**src/rtl/wide_lzc_pkg.sv**
```systemverilog
// Shared types and width helpers for the chunked leading-zero sequencer.
package wide_lzc_pkg;

  typedef enum logic [1:0] {
    IDLE  = 2'd0,
    SCAN  = 2'd1,
    SHIFT = 2'd2,
    DONE  = 2'd3
  } state_t;

  function automatic int cnt_w(input int w);
    return $clog2(w + 1);
  endfunction

endpackage

```
**src/rtl/detect_pos_first_one.sv**
```systemverilog
// Leading-zero position of the first set bit counted from the MSB; purely combinational.
// An all-zero input also yields 0, so callers must detect zero separately.
module detect_pos_first_one #(
  parameter int D_WIDTH = 16,
  localparam int POS_W  = $clog2(D_WIDTH)
) (
  input  logic [D_WIDTH-1:0] data_i,
  output logic [POS_W-1:0]   pos_o
);

  // Scanning upward lets the highest set bit overwrite any lower ones.
  always_comb begin
    pos_o = '0;
    for (int i = 0; i < D_WIDTH; i++) begin
      if (data_i[i]) pos_o = POS_W'(D_WIDTH - 1 - i);
    end
  end

endmodule

```
**src/rtl/wide_lzc_seq.sv**
```systemverilog
// Wide LZC + normalize, one chunk per cycle from the MSB; k+2 cycles (N_CHUNK for zero).
// Accepts only in IDLE; result held in DONE until out_ready_i.
module wide_lzc_seq
  import wide_lzc_pkg::*;
#(
  parameter int D_WIDTH  = 16,
  parameter int N_CHUNK  = 4,
  localparam int W_WIDTH = D_WIDTH * N_CHUNK,
  localparam int CNT_W   = cnt_w(W_WIDTH)
) (
  input  logic               clk,
  input  logic               rst,
  input  logic               in_valid_i,
  output logic               in_ready_o,
  input  logic [W_WIDTH-1:0] data_i,
  output logic               out_valid_o,
  input  logic               out_ready_i,
  output logic [CNT_W-1:0]   lzc_o,
  output logic [W_WIDTH-1:0] norm_o,
  output logic               zero_o
);

  localparam int IDX_W = $clog2(N_CHUNK);
  localparam int POS_W = $clog2(D_WIDTH);

  state_t               state_q, state_d;
  logic [W_WIDTH-1:0]   op_q, op_d;
  logic [IDX_W-1:0]     idx_q, idx_d;
  logic [CNT_W-1:0]     acc_q, acc_d;
  logic [CNT_W-1:0]     lzc_q, lzc_d;
  logic [W_WIDTH-1:0]   norm_q, norm_d;
  logic                 zero_q, zero_d;
  logic [D_WIDTH-1:0]   chunk;
  logic [POS_W-1:0]     pos;

  assign chunk = op_q[int'(idx_q)*D_WIDTH +: D_WIDTH];

  detect_pos_first_one #(
    .D_WIDTH (D_WIDTH)
  ) u_detect (
    .data_i (chunk),
    .pos_o  (pos)
  );

  always_comb begin
    state_d = state_q;
    op_d    = op_q;
    idx_d   = idx_q;
    acc_d   = acc_q;
    lzc_d   = lzc_q;
    norm_d  = norm_q;
    zero_d  = zero_q;
    case (state_q)
      IDLE: begin
        if (in_valid_i) begin
          op_d    = data_i;
          idx_d   = IDX_W'(N_CHUNK - 1);
          acc_d   = '0;
          state_d = SCAN;
        end
      end
      SCAN: begin
        if (chunk != '0) begin
          lzc_d   = acc_q + CNT_W'(pos);
          state_d = SHIFT;
        end else if (idx_q != '0) begin
          acc_d = acc_q + CNT_W'(D_WIDTH);
          idx_d = idx_q - 1'b1;
        end else begin
          // Every chunk was empty: report full width and skip the shifter.
          lzc_d   = CNT_W'(W_WIDTH);
          norm_d  = '0;
          zero_d  = 1'b1;
          state_d = DONE;
        end
      end
      SHIFT: begin
        norm_d  = op_q << lzc_q;
        zero_d  = 1'b0;
        state_d = DONE;
      end
      DONE: begin
        if (out_ready_i) state_d = IDLE;
      end
      default: state_d = IDLE;
    endcase
  end

  always_ff @(posedge clk or posedge rst) begin
    if (rst) begin
      state_q <= IDLE;
      op_q    <= '0;
      idx_q   <= '0;
      acc_q   <= '0;
      lzc_q   <= '0;
      norm_q  <= '0;
      zero_q  <= 1'b0;
    end else begin
      state_q <= state_d;
      op_q    <= op_d;
      idx_q   <= idx_d;
      acc_q   <= acc_d;
      lzc_q   <= lzc_d;
      norm_q  <= norm_d;
      zero_q  <= zero_d;
    end
  end

  assign in_ready_o  = (state_q == IDLE);
  assign out_valid_o = (state_q == DONE);
  assign lzc_o       = lzc_q;
  assign norm_o      = norm_q;
  assign zero_o      = zero_q;

endmodule

```
**config.mk**
```make
export PLATFORM = sky130hd
export DESIGN_NAME = wide_lzc_seq
export DESIGN_NICKNAME = d
export VERILOG_FILES = /design/src/rtl/wide_lzc_pkg.sv /design/src/rtl/detect_pos_first_one.sv /design/src/rtl/wide_lzc_seq.sv
export SDC_FILE = /design/constraint.sdc
export NUM_CORES = 1
export LEC_CHECK = 0
export BUFFER_PORTS_ARGS = -buffer_cell sky130_fd_sc_hd__buf_4
export CORE_MARGIN = 5
export CORE_UTILIZATION = 55
export CTS_BUF_LIST = sky130_fd_sc_hd__clkbuf_8 sky130_fd_sc_hd__clkbuf_16
export DETAILED_ROUTE_END_ITERATION = 10
export PLACE_DENSITY = 0.75
export SLEW_MARGIN = 20
export SYNTH_ARGS = -nofsm -noshare
export SYNTH_HDL_FRONTEND = slang
export SYNTH_HIERARCHICAL = 1
export SYNTH_SLANG_ARGS = --single-unit
```
**constraint.sdc**
```tcl
create_clock -name clk -period 7.78 [get_ports clk]
set_input_delay 1.167 -clock clk [delete_from_list [all_inputs] [get_ports clk]]
set_output_delay 1.167 -clock clk [all_outputs]
set_load 0.005 [all_outputs]
```
==> flow_metrics.env <==
export IMPL_post_cts_buffers=0
export IMPL_synth_most_common_cell="dfrtp_1"
export IMPL_antenna_left=0
export IMPL_gp_congestion=1.06
export IMPL_ys_seq_elements=143
export IMPL_syn_nets=1121
export IMPL_start_util=0.555
export IMPL_min_path_cells=2
export IMPL_yosysTopAreaCell="dfrtp_1"
export IMPL_die_w_um=150
export IMPL_fp_dieH_um=150
export IMPL_required_ns=8.14
export IMPL_crit_chain="buf_4 -> mux2i_1 -> mux4_2 -> mux2_2 -> o22a_1 -> o221a_2 -> a21oi_1"
export IMPL_fmax_ghz=0.276
export IMPL_grt_max_degree=79
export IMPL_startpoint="lzc_o[1]$_DFFE_PP0P_"
export IMPL_synth_xor_area_frac=0.00244
export IMPL_grt_usage=0.325
export IMPL_min_to="norm_o[39]$_DFFE_PP0P_"
export IMPL_synth_main_ff_cell="dfrtp_1"
export IMPL_critPathKind="flip-flop to flip-flop"
export IMPL_fp_coreArea_um2=19400
export IMPL_synth_area_per_cell_um2=10.3
export IMPL_async_reset_ff_frac=1.00
export IMPL_stdcell_count=1412
export IMPL_hold_class="flip-flop to flip-flop"
export IMPL_synth_simple_area_share=0.130
export IMPL_ys_seq_area_frac=0.332
export IMPL_drc=0
export IMPL_fin_nets=1209
export IMPL_synth_mux_area_frac=0.317
export IMPL_p_total_mw=6.54
export IMPL_ys_types=80
export IMPL_synth_edf_count=0
export IMPL_detailed_place_area_um2=11900
export IMPL_clk_path_buf_depth=2
export IMPL_min_from="norm_o[39]$_DFFE_PP0P_"
export IMPL_dr_pass1_iters=7
export IMPL_skew_ns=0.00747
export IMPL_ioPinCount=142
export IMPL_setup_violations=0
export IMPL_wl_met3_um=4170
export IMPL_p_per_area_nw_per_um2=525
export IMPL_row_count=51
export IMPL_synth_cells=1046
export IMPL_dr_wl_met2_um=16100
export IMPL_clkLatencyLatePin_ns=0.44
export IMPL_dp_cells=1380
export IMPL_synthesis_area_um2=10800
export IMPL_antenna_found_initial=0
export IMPL_area_growth_pct=15.6
export IMPL_ctsHtreeMaxLevel=4
export IMPL_ctsResizeCount=0
export IMPL_synthTopCellsByCount="dfrtp_1 (143), mux2_2 (117), nand2_1 (110)"
export IMPL_drtIter0Drc=1629
export IMPL_worst_slack_ns=4.15
export IMPL_tightestPinTransition_ns=1.01
export IMPL_synth_top_family_by_area="multiplexers"
export IMPL_wl_per_cell_um=25.7
export IMPL_period_needed_ns=3.63
export IMPL_cts_hold_fix_buffers=0
export IMPL_status="complete, no violations"
export IMPL_fin_util=0.642
export IMPL_synth_compound_area_frac=0.166
export IMPL_wl_met1_um=14400
export IMPL_fin_setup_tns_ns=0
export IMPL_dp_hpwl_um=26700
export IMPL_cts_inserted_buffers=17
export IMPL_synth_area_leaders="dfrtp_1 (33%), mux4_2 (14%), mux2_2 (12%), mux2i_1 (5.3%), nand2_1 (3.8%)"
export IMPL_leakage_nw=5.29
export IMPL_cts_sinks=143
export IMPL_netlist_area_leader_share=0.332
export IMPL_yosysWarnings=6
export IMPL_start_kind="flip-flop"
export IMPL_clockRootBuffer="clkbuf_16"
export IMPL_cpMaxStageDelayCell="buf_4"
export IMPL_rrSetupSlack_ns=4.15
export IMPL_vias=9697
export IMPL_grt_pass1_wl_um=55600
export IMPL_dpl_worst_slack_ns=4.15
export IMPL_end_kind="flip-flop"
export IMPL_routed_wl_um=36200
export IMPL_grt_pass1_vias=9070
export IMPL_drv_slew=0
export IMPL_numPortBuffers=141
export IMPL_reg2reg_from="lzc_o[1]$_DFFE_PP0P_"
export IMPL_cts_tree="done"
export IMPL_whs_ns=0.468
export IMPL_yosys_area_share_adder=0.00813
export IMPL_path_clk_slew_ns=0.06
export IMPL_ff2ff_path_depth=7
export IMPL_period_share=0.466
export IMPL_timing_rr_end="norm_o[53]$_DFFE_PP0P_"
export IMPL_final_layout_size_suffix_gt1_frac=0.351
export IMPL_maxCapViolCount=0
export IMPL_rsz0062_at_grt="no"
export IMPL_critPathMaxStageDelay_ns=0.84
export IMPL_final_area_um2=12500
export IMPL_crit_path_max_fanout=78
export IMPL_die_area_um2=22500
export IMPL_via_per_inst=6.87
export IMPL_peakVddDrop_mv=0.241
export IMPL_worstPathArrival_ns=3.99
export IMPL_diodes=0
export IMPL_hold_viol=0
export IMPL_grt_overflow_total=0
export IMPL_dr_max_layer_used="met4"
export IMPL_max_slew_margin=0.327
-- state kept, by name, indices dropped and copies added (netlist names) --
name	cells
zero_o	1
lzc_o	7
acc_q	3
norm_o	64
op_q	64
idx_q	2
state_q	2
-- cell families after synthesis --
group | after synthesis
and+or+nand+nor | 299
AOI/OAI and AO/OA | 245
muxes | 242
DFF | 143
buffers and inverters | 106
adders and majority gates | 7
xor gates and xnor gates | 3
other | 1
-- final cells by class --
class / instances / area, µm²
Fill cell: 1657 / 6940
Inverter: 22 / 87.6
Clock inverter: 14 / 120
Sequential cell: 143 / 3590
Clock buffer: 18 / 439
Multi-Input combinational cell: 797 / 6740
Timing Repair Buffer: 153 / 1150
Tap cell: 265 / 332
-- routing by layer --
| metal | vias up | global-route usage |
|---|---|---|
| met3 | 111 | 0.0703 |
| li1 | 4196 | - |
| met5 | - | 0 |
| met4 | 0 | 0.136 |
| met1 | 4668 | 0.462 |
| met2 | 722 | 0.483 |
-- worst max-delay path: cells and delay by family (launching register included) --
family / cells / cell delay (ns)
flops: 1 / 0.62
compound gates: 3 / 0.79
buf+inv: 1 / 0.84
mux: 3 / 1.25
-- cells in the final DEF, fill, tap and decap left out, drive strengths merged, types with 6 or more instances in the layout --
cell	instances
clkinv	6
a31oi	16
a22oi	6
a211oi	6
o211ai	11
o31ai	28
inv	27
mux2i	57
nor3	16
a21o	6
ha	7
nand2	110
o32ai	6
mux2	117
dfrtp	143
a21oi	37
o21ai	30
nor4	8
clkbuf	18
a22o	12
nand3	16
buf	153
nand4	6
o22ai	25
mux4	68
nand2b	15
nor2	100
-- where the power goes --
| part | switching (mW) | total (mW) | internal, mW |
|---|---|---|---|
| sequential | 0.554 | 1.62 | 1.07 |
| clock | 0.362 | 0.788 | 0.426 |
| combinational | 2.33 | 4.13 | 1.80 |
| total | 3.25 | 6.54 | 3.29 |
-- worst max-delay path by stage --
| stage | endpoint | slack (ns) | cells after the start |
|---|---|---|---|
| after floorplan | acc_q[4]$_DFFE_PP0P_ | 2.78 | 1 |
| after global placement | norm_o[32]$_DFFE_PP0P_ | 4.17 | 7 |
| after detailed placement | norm_o[34]$_DFFE_PP0P_ | 4.15 | 7 |
| after CTS | norm_o[34]$_DFFE_PP0P_ | 4.15 | 7 |
| after global routing | norm_o[62]$_DFFE_PP0P_ | 4.04 | 7 |
| final | norm_o[53]$_DFFE_PP0P_ | 4.15 | 7 |
No activity file was read; power rests on OpenSTA's default activity.
